<file path="src/rtl/fetch_buffer_pkg.sv">
// Shared types and defaults for the instruction prefetch buffer.
package fetch_pkg;

    localparam logic [31:0] NOP_INSN         = 32'h0000_0013;
    localparam int          DEFAULT_DEPTH    = 4;
    localparam logic [31:0] DEFAULT_RESET_PC = 32'h0000_0000;

    typedef struct packed {
        logic [31:0] pc;
        logic [31:0] instr;
    } fetch_entry_t;

endpackage

</file>
<file path="src/rtl/fetch_buffer_if.sv">
// Bundle of the instruction-memory bus, redirect input and downstream handshake.
interface fetch_buffer_if;

    logic        o_imem_req;
    logic [31:0] o_imem_addr;
    logic        i_imem_ready;
    logic        i_imem_rvalid;
    logic [31:0] i_imem_rdata;
    logic        i_redirect;
    logic [31:0] i_redirect_pc;
    logic        o_valid;
    logic [31:0] o_pc;
    logic [31:0] o_instr;
    logic        i_ready;

    // Fetch-buffer side
    modport master (
        output o_imem_req, o_imem_addr, o_valid, o_pc, o_instr,
        input  i_imem_ready, i_imem_rvalid, i_imem_rdata,
        input  i_redirect, i_redirect_pc, i_ready
    );

    // Memory / pipeline side
    modport slave (
        input  o_imem_req, o_imem_addr, o_valid, o_pc, o_instr,
        output i_imem_ready, i_imem_rvalid, i_imem_rdata,
        output i_redirect, i_redirect_pc, i_ready
    );

endinterface

</file>
<file path="src/rtl/fetch_buffer_sync_fifo.sv">
// Small synchronous FIFO with occupancy count and a combinational head.
// Push at full is accepted only together with a pop; clear empties it.
module sync_fifo #(
    parameter int WIDTH = 32,
    parameter int DEPTH = 4
) (
    input  logic                   i_clk,
    input  logic                   i_rst_n,
    input  logic                   push,
    input  logic [WIDTH-1:0]       push_data,
    input  logic                   pop,
    input  logic                   clear,
    output logic [$clog2(DEPTH):0] count,
    output logic [WIDTH-1:0]       head
);

    localparam int AW = $clog2(DEPTH);

    logic [WIDTH-1:0] mem [DEPTH];
    logic [AW-1:0]    wr_ptr;
    logic [AW-1:0]    rd_ptr;
    logic             do_push;
    logic             do_pop;

    assign do_pop  = pop && (count != '0);
    assign do_push = push && ((count != (AW+1)'(DEPTH)) || do_pop);
    assign head    = mem[rd_ptr];

    // Pointer and occupancy tracking
    always_ff @(posedge i_clk or negedge i_rst_n) begin
        if (!i_rst_n) begin
            wr_ptr <= '0;
            rd_ptr <= '0;
            count  <= '0;
        end else if (clear) begin
            wr_ptr <= '0;
            rd_ptr <= '0;
            count  <= '0;
        end else begin
            if (do_push) wr_ptr <= wr_ptr + 1'b1;
            if (do_pop)  rd_ptr <= rd_ptr + 1'b1;
            count <= count + (AW+1)'(do_push) - (AW+1)'(do_pop);
        end
    end

    // Storage write; contents need no reset since count gates visibility
    always_ff @(posedge i_clk) begin
        if (do_push && !clear) mem[wr_ptr] <= push_data;
    end

endmodule

</file>
<file path="src/rtl/fetch_buffer.sv">
// Instruction prefetch buffer: keeps up to DEPTH in-order requests in flight,
// tags each response with its PC and queues it for the IF/ID register.
// A redirect flushes the queue and drops every response still in flight.
module fetch_buffer
    import fetch_pkg::*;
#(
    parameter int          DEPTH    = DEFAULT_DEPTH,
    parameter logic [31:0] RESET_PC = DEFAULT_RESET_PC
) (
    input  logic           i_clk,
    input  logic           i_rst_n,
    fetch_buffer_if.master bus
);

    localparam int CW = $clog2(DEPTH) + 1;

    logic [31:0]   fpc;
    logic [31:0]   redirect_pc_w;
    logic [CW-1:0] outstanding;
    logic [CW-1:0] q_count;
    logic [CW-1:0] discard;
    logic [CW:0]   credits;
    logic          resp;
    logic          accept;
    logic          q_push;
    logic          q_pop;
    logic          q_valid;
    logic [31:0]   tag_pc;
    fetch_entry_t  q_in;
    fetch_entry_t  q_head;

    // A slot is reserved in the queue for every in-flight request, so the
    // queue can never overflow when responses arrive.
    assign credits       = (CW+1)'(DEPTH) - (CW+1)'(q_count) - (CW+1)'(outstanding);
    assign resp          = bus.i_imem_rvalid && (outstanding != '0);
    assign bus.o_imem_req  = (credits != '0) && !bus.i_redirect;
    assign bus.o_imem_addr = fpc;
    assign accept        = bus.o_imem_req && bus.i_imem_ready;
    assign redirect_pc_w = bus.i_redirect_pc & ~32'h3;

    assign q_valid = (q_count != '0);
    assign q_push  = resp && (discard == '0) && !bus.i_redirect;
    assign q_pop   = q_valid && bus.i_ready && !bus.i_redirect;
    assign q_in    = '{pc: tag_pc, instr: bus.i_imem_rdata};

    assign bus.o_valid = q_valid;
    assign bus.o_pc    = q_valid ? q_head.pc    : 32'h0;
    assign bus.o_instr = q_valid ? q_head.instr : NOP_INSN;

    // Tag FIFO: its occupancy is exactly the number of outstanding requests
    sync_fifo #(.WIDTH(32), .DEPTH(DEPTH)) u_tag_fifo (
        .i_clk     (i_clk),
        .i_rst_n   (i_rst_n),
        .push      (accept),
        .push_data (fpc),
        .pop       (resp),
        .clear     (1'b0),
        .count     (outstanding),
        .head      (tag_pc)
    );

    // Instruction queue feeding the IF/ID register
    sync_fifo #(.WIDTH($bits(fetch_entry_t)), .DEPTH(DEPTH)) u_insn_q (
        .i_clk     (i_clk),
        .i_rst_n   (i_rst_n),
        .push      (q_push),
        .push_data (q_in),
        .pop       (q_pop),
        .clear     (bus.i_redirect),
        .count     (q_count),
        .head      (q_head)
    );

    // Fetch PC and discard counter; redirect has priority over everything.
    // On redirect, outstanding already includes responses still owed to an
    // earlier discard, so the new discard is simply all remaining in-flight.
    always_ff @(posedge i_clk or negedge i_rst_n) begin
        if (!i_rst_n) begin
            fpc     <= RESET_PC;
            discard <= '0;
        end else if (bus.i_redirect) begin
            fpc     <= redirect_pc_w;
            discard <= outstanding - CW'(resp);
        end else begin
            if (accept)                    fpc     <= fpc + 32'd4;
            if (resp && (discard != '0))   discard <= discard - 1'b1;
        end
    end

endmodule

</file>
<file path="src/flat_wrapper.sv">
// flat-port wrapper written by rule: the top's interface ports become plain ports
module fetch_buffer_flat import fetch_pkg::*;
#(
    parameter int          DEPTH    = DEFAULT_DEPTH,
    parameter logic [31:0] RESET_PC = DEFAULT_RESET_PC
)
  (i_clk, i_rst_n, bus_o_imem_req, bus_o_imem_addr, bus_o_valid, bus_o_pc, bus_o_instr, bus_i_imem_ready, bus_i_imem_rvalid, bus_i_imem_rdata, bus_i_redirect, bus_i_redirect_pc, bus_i_ready);
  fetch_buffer_if bus_i ();
  input  logic i_clk;
  input  logic i_rst_n;
  output wire logic [$bits(bus_i.o_imem_req)-1:0] bus_o_imem_req;
  output wire logic [$bits(bus_i.o_imem_addr)-1:0] bus_o_imem_addr;
  output wire logic [$bits(bus_i.o_valid)-1:0] bus_o_valid;
  output wire logic [$bits(bus_i.o_pc)-1:0] bus_o_pc;
  output wire logic [$bits(bus_i.o_instr)-1:0] bus_o_instr;
  input wire logic [$bits(bus_i.i_imem_ready)-1:0] bus_i_imem_ready;
  input wire logic [$bits(bus_i.i_imem_rvalid)-1:0] bus_i_imem_rvalid;
  input wire logic [$bits(bus_i.i_imem_rdata)-1:0] bus_i_imem_rdata;
  input wire logic [$bits(bus_i.i_redirect)-1:0] bus_i_redirect;
  input wire logic [$bits(bus_i.i_redirect_pc)-1:0] bus_i_redirect_pc;
  input wire logic [$bits(bus_i.i_ready)-1:0] bus_i_ready;
  assign bus_o_imem_req = bus_i.o_imem_req;
  assign bus_o_imem_addr = bus_i.o_imem_addr;
  assign bus_o_valid = bus_i.o_valid;
  assign bus_o_pc = bus_i.o_pc;
  assign bus_o_instr = bus_i.o_instr;
  assign bus_i.i_imem_ready = bus_i_imem_ready;
  assign bus_i.i_imem_rvalid = bus_i_imem_rvalid;
  assign bus_i.i_imem_rdata = bus_i_imem_rdata;
  assign bus_i.i_redirect = bus_i_redirect;
  assign bus_i.i_redirect_pc = bus_i_redirect_pc;
  assign bus_i.i_ready = bus_i_ready;
  fetch_buffer #(.DEPTH(DEPTH), .RESET_PC(RESET_PC)) u_core (.i_clk(i_clk), .i_rst_n(i_rst_n), .bus(bus_i));
endmodule
</file>
<file path="config.mk">
export PLATFORM = sky130hd
export DESIGN_NAME = fetch_buffer_flat
export DESIGN_NICKNAME = d
export VERILOG_FILES = /design/src/rtl/fetch_buffer_pkg.sv /design/src/rtl/fetch_buffer_if.sv /design/src/rtl/fetch_buffer_sync_fifo.sv /design/src/rtl/fetch_buffer.sv /design/src/flat_wrapper.sv
export SDC_FILE = /design/constraint.sdc
export NUM_CORES = 1
export LEC_CHECK = 0
export CORE_MARGIN = 1
export CORE_UTILIZATION = 57
export CTS_CLUSTER_SIZE = 8
export DETAILED_ROUTE_END_ITERATION = 16
export PLACE_DENSITY_LB_ADDON = 0.05
export SYNTH_ARGS = -nofsm -noshare
export SYNTH_HDL_FRONTEND = slang
export SYNTH_HIERARCHICAL = 1
export SYNTH_SLANG_ARGS = --single-unit
</file>
<file path="constraint.sdc">
create_clock -name i_clk -period 5.2 [get_ports i_clk]
set_clock_uncertainty 0.15 [all_clocks]
set_input_delay 0.78 -clock i_clk [delete_from_list [all_inputs] [get_ports i_clk]]
set_output_delay 0.78 -clock i_clk [all_outputs]
set_load 0.005 [all_outputs]
</file>
# Word-level counts from Yosys, hierarchy flattened
# Memory sizes are Yosys's and may differ from the RTL's.
# Index checks and enable logic that the tools add are counted.
# word_totals
word_cells	65
mem_count	2
input_bits	70
mem_bits_rw	384
out_inout_bits	98
register_bits	49
# classes
n_reduce_logical	25
n_addsub	13
eq_ne	2
mux	15
# mem_list
name	depth	word_bits	read_ports	rd_clocked_by_memory_dff	wr	line	text
u_core.u_insn_q.mem	4	64	1	0	1	fetch_buffer_sync_fifo.sv:19	logic [WIDTH-1:0] mem [DEPTH];
u_core.u_tag_fifo.mem	4	32	1	0	1	fetch_buffer_sync_fifo.sv:19	
# op_table
op	n
$mux W32	4
$add A32 B3 Y32 const B	1
$logic_and A1 B1 Y1	13
$mux W3	3
$reduce_bool A3 Y1	3
$sub A3 B1 Y3	3
$add A2 B1 Y2 const B	4
$mux W2	4
$reduce_bool A2 Y1	4
$add A3 B1 Y3	2
$ne A3 B3 Y1 const B	2
$mux W1	4
$reduce_bool A4 Y1	1
$sub A3 B3 Y4 const A	1
$sub A4 B3 Y4	1
$logic_not A3 Y1	1
$sub A3 B1 Y3 const B	1
$logic_or A1 B1 Y1	2
$logic_not A1 Y1	1

# Logic depth before layout (Yosys ltp)
# depth
word_depth	9
mapped_depth	14

# By module
# The synthesis kept the hierarchy.
# by_module_without_submodules
module	instances	area_per_inst_um2	cells_each
sync_fifo at u_core.u_insn_q	1	9685.5	377
sync_fifo at u_core.u_tag_fifo	1	5088.6	211
fetch_buffer	1	2632.5	327

# Worst setup path after synthesis
# Ideal clock, no wire load.
# synth_path
kind	input to register
start	input port bus_i_redirect
end	memory u_core/u_insn_q/mem[0][0] (netlist bit) (enable)
path_slack_ns	1.127
stages	7
t_arrival_ns	3.494
n_path_buf	2
cell_sequence	clkbuf_1 -> inv_2 -> clkbuf_1 -> and3_1 -> nor4b_2 -> nor3b_1 -> and2_1
# synth_via
elab_chain_cells	8
# synth_rtl
element	line	text
start, declared	flat_wrapper.sv:19	input wire logic [$bits(bus_i.i_redirect)-1:0] bus_i_redirect;
$logic_not A1 Y1	fetch_buffer.sv:43	assign q_pop = q_valid && bus.i_ready && !bus.i_redirect;
$logic_and A1 B1 Y1	fetch_buffer.sv:43	
net u_core.q_pop	fetch_buffer.sv:26	logic q_pop;
$logic_and A1 B1 Y1	fetch_buffer_sync_fifo.sv:25	assign do_pop = pop && (count != '0);
$logic_or A1 B1 Y1	fetch_buffer_sync_fifo.sv:26	assign do_push = push && ((count != (AW+1)'(DEPTH)) || do_pop);
$logic_and A1 B1 Y1	fetch_buffer_sync_fifo.sv:26	
$logic_and A1 B1 Y1	fetch_buffer_sync_fifo.sv:48	if (do_push && !clear) mem[wr_ptr] <= push_data;
$mux W1	fetch_buffer_sync_fifo.sv:48	
$mux W1 (implied by the code)	fetch_buffer_sync_fifo.sv:48	
end, declared	fetch_buffer_sync_fifo.sv:19	
# The timed path passes the listed nets, and every way through them passes these cells.

# Worst setup path after layout
# layout_path
start	register u_core.u_tag_fifo.count[1]
end	output port bus_o_imem_req
# layout_via
elab_chain_cells	3
# layout_rtl
element	line	text
start, declared	fetch_buffer_sync_fifo.sv:13	output logic [$clog2(DEPTH):0] count,
start signal, assigned	fetch_buffer_sync_fifo.sv:42	count <= count + (AW+1)'(do_push) - (AW+1)'(do_pop);
$sub A4 B3 Y4	fetch_buffer.sv:34	assign credits = (CW+1)'(DEPTH) - (CW+1)'(q_count) - (CW+1)'(outstanding);
$reduce_bool A4 Y1	fetch_buffer.sv:36	assign bus.o_imem_req = (credits != '0) && !bus.i_redirect;
$logic_and A1 B1 Y1	fetch_buffer.sv:36	
end, declared	flat_wrapper.sv:11	output wire logic [$bits(bus_i.o_imem_req)-1:0] bus_o_imem_req;
# No other way between the ends.

==> results.md <==
- Status: finished, final reports clean
- Vias in the first global route: 9502
- PwrDens: 395 mW/mm²
- Sequential fraction of the synthesis area: 0.730
- Tcrit/Tclk final: 0.794
- Row count: 63
- Fillers: 1886
- I/O pin count: 168
- Leak: 0.00691 µW
- Total vias in the final route: 9121
- Clock Power Share: 0.403
- WL met1: 14.5 mm
- Final GP Congestion: 0.849
- Avg Cell Area, Syn: 19.0 µm²
- Dpl hpwl: 19.9 mm
- Reg area: 0.0127 mm²
- Remaining DRCs: 0
- DP Area: 0.0195 mm²
- CP Launch Type: flop
- WP data required: 4.27 ns
- Detail Route met3 WL: 1.97 mm
- Drt total wl: 34.0 mm
- GR Util All Layers: 0.227
- Reg2Reg Depth: 10
- RSZ-0062 raised after global routing: false
- Max Clk Rate: 242 MHz
- Cts repair resizes: 0
- Die width: 177 µm
- Layout Cells excl Fill: 1538
- Clock Latency Late Sink: 0.58 ns
- CTS Root Cell: clkbuf_16
- Congestion Overflow GR: 0
- NetSw: 1870 µW
- Area of the multi-input gates: 0.00440 mm²
- Pin count of the biggest net entering global routing: 66
- Ys Warns: 6
- Max-cap violations: 0
- Cells after DPL: 1451
- Slew margin rel.: 0.228
- Flop pwr share: 0.493
- Number of antenna violations at the first check in global routing: 1
- Met2 Wirelength: 17.0 mm
- Vias per cell: 5.93
- Critical Path Sink Type: output port
- Worst-Margin Slew: 1.16 ns
- Layout area overhead: 21.5%
- Htree depth: 2
- Number of synthesized flops with an enable pin: 384
- Synth area leaders: edfxtp_1, mux4_2, dfrtp_1
- Drt pass-1 iters: 5
- Clock Sinks: 431
- Clk slew on worst S/H paths: 0.05 ns
- Predominant post-synthesis flop cell: edfxtp_1
- DR WL/cell: 22.1 µm
- Post-route ant nets: 0
- Pint: 6480 µW
- Post-layout nets: 1214
- Share of the synthesized area in the top cell type: 0.662
- Slew Viols, Final: 0
- Die ar.: 0.0312 mm²
- IO Port Bufs: 163
- Die Ht: 177 µm
- Top-count cell post-synth: edfxtp_1
- 1st-iter DRT viols: 724
- Area of the core: 0.0299 mm²
- Fraction of registers with async set/reset: 0.109
- Arr. time, crit path: 3.20 ns
- Mapped Area: 0.0174 mm²
- Comb power frac: 0.105
- Setup bufs post-CTS: 0
- Sw Ratio: 0.224
- Post-synthesis cell count: 915
- Final setup violation count: 0
- Post-synth top area cell: edfxtp_1
- Highest layer used for signal routing: met4
- CTS max path bufs: 3
- CP Max Fanout: 8
- Final setup TNS: 0 ns
- Final Hold Vio Count: 0
- Initial Util: 0.583
- Netlist cell types: 50
- CTS tree: built
- Worst min-delay path class: in2async
- Synth top cells by count: edfxtp_1, mux4_2, and2_1
- Post-CTS Hold Fix Bufs: 0
- Crit Path Category: reg2out
- Diodes inserted: 0
- CTS buffer count: 59
- Layout cell share with drive strength beyond 1: 0.172
- Fin area: 0.0211 mm²
- Max rail drop VDD: 0.272 mV
- Tmin final: 4.13 ns
- First-pass GRT wire length: 53.2 mm
- Seq cells post-synth: 431
==> cell families after synthesis <==
logic type               Yosys count  share of synthesized area
adder cells (fa/ha/maj)           22                     0.0171
flip-flops                       431                      0.730
multiplexers                     103                      0.129
XOR/XNOR                          20                     0.0101
AO/OA/AOI/OAI                     73                     0.0277
buffers and inverters             65                     0.0199
other                              1                   0.000215
AND/OR/NAND/NOR                  200                     0.0664
==> flip-flops by register name (all words and copies together), names as in the netlist <==
name / count
u_core/u_insn_q/wr_ptr: 2
u_core/u_tag_fifo/count: 3
u_core/u_tag_fifo/wr_ptr: 2
u_core/u_tag_fifo/mem: 128
u_core/discard: 3
u_core/bus.o_imem_addr: 30
u_core/u_tag_fifo/rd_ptr: 2
u_core/u_insn_q/count: 3
u_core/u_insn_q/rd_ptr: 2
u_core/u_insn_q/mem: 256
==> power groups by stage <==
stage / Combinational (µW) / Sequential [µW] / Clock [µW]
after floorplan: 515 / 4120 / 0
after global placement: 867 / 4170 / 0
after detailed placement: 882 / 4170 / 0
after CTS: 887 / 4110 / 3430
after global routing: 972 / 4120 / 3570
final: 874 / 4110 / 3360
==> cell type report <==
| cell class | instances | area share |
|---|---|---|
| Sequential cell | 431 | 0.601 |
| Multi-Input combinational cell | 429 | 0.208 |
| Timing Repair Buffer | 183 | 0.0876 |
| Clock buffer | 84 | 0.0743 |
| Tap cell | 390 | 0.0231 |
| Inverter | 18 | 0.00319 |
| Clock inverter | 3 | 0.00260 |
==> stage by stage <==
stage / power [µW] / utilization / setup WS (ns) / hold slack, ns
after floorplan: 4640 / - / 1.13 / 0.334
after global placement: 5030 / 0.653 / 1.34 / 0.372
after detailed placement: 5060 / 0.653 / 1.29 / 0.376
after CTS: 8430 / 0.708 / 1.05 / 0.166
after global routing: 8660 / 0.708 / 0.837 / 0.221
final: 8340 / 0.708 / 1.07 / 0.172
==> critical path, cell delays in order, from the launching register on <==
cell and delay [ns]:
dfrtp_1 0.49, ha_1 0.33, inv_1 0.04, ha_1 0.20, fa_1 0.44, nor3_1 0.48
a21oi_1 0.16, clkdlybuf4s50_1 0.48
==> path summary, 6_finish.rpt <==
path | start | end | slack, ns
worst min-delay path | i_rst_n | u_core/u_tag_fifo/wr_ptr[1] | 0.17
worst min register to register | u_core/u_tag_fifo/rd_ptr[1] | u_core/u_tag_fifo/rd_ptr[1] | 0.39
min in group i_clk | u_core/u_tag_fifo/rd_ptr[1] | u_core/u_tag_fifo/rd_ptr[1] | 0.39
max in group asynchronous | i_rst_n | u_core/u_insn_q/rd_ptr[0] | 4.24
worst max-delay path | u_core/u_tag_fifo/count[1] | bus_o_imem_req | 1.07
worst max register to register | u_core/u_tag_fifo/count[1] | u_core/u_tag_fifo/mem[1][13] | 1.26
==> cell usage in the layout (no fill, tap or decap), types with 2 or more instances in the layout <==
cell type,n
xnor2_1,7
and2_4,4
edfxtp_1,384
dfrtp_1,44
or4_1,19
xor2_1,13
nor4b_2,2
conb_1,11
clkbuf_1,25
and2_1,65
nor2_1,37
clkbuf_16,59
o21ai_0,17
buf_12,6
nor2b_1,4
dfrtp_2,2
nor3b_1,2
ha_1,19
a31oi_1,21
fa_1,3
mux4_2,96
nand3_1,15
nand2b_1,8
o31ai_1,20
o211ai_1,2
mux2i_1,5
nand4_1,8
inv_1,17
buf_4,14
clkdlybuf4s50_1,162
and3_1,5
or3_1,4
a211oi_1,3
and4_1,2
nand2_1,17
a21oi_1,2
nor3_1,2
==> per-layer routing <==
| metal | GRT usage | vias up |
|---|---|---|
| met3 | 0.0384 | 53 |
| met4 | 0.0672 | 0 |
| met1 | 0.315 | 4694 |
| met2 | 0.375 | 298 |
| met5 | 0 | - |
| li1 | - | 4076 |
No activity file was read; power rests on OpenSTA's default activity.
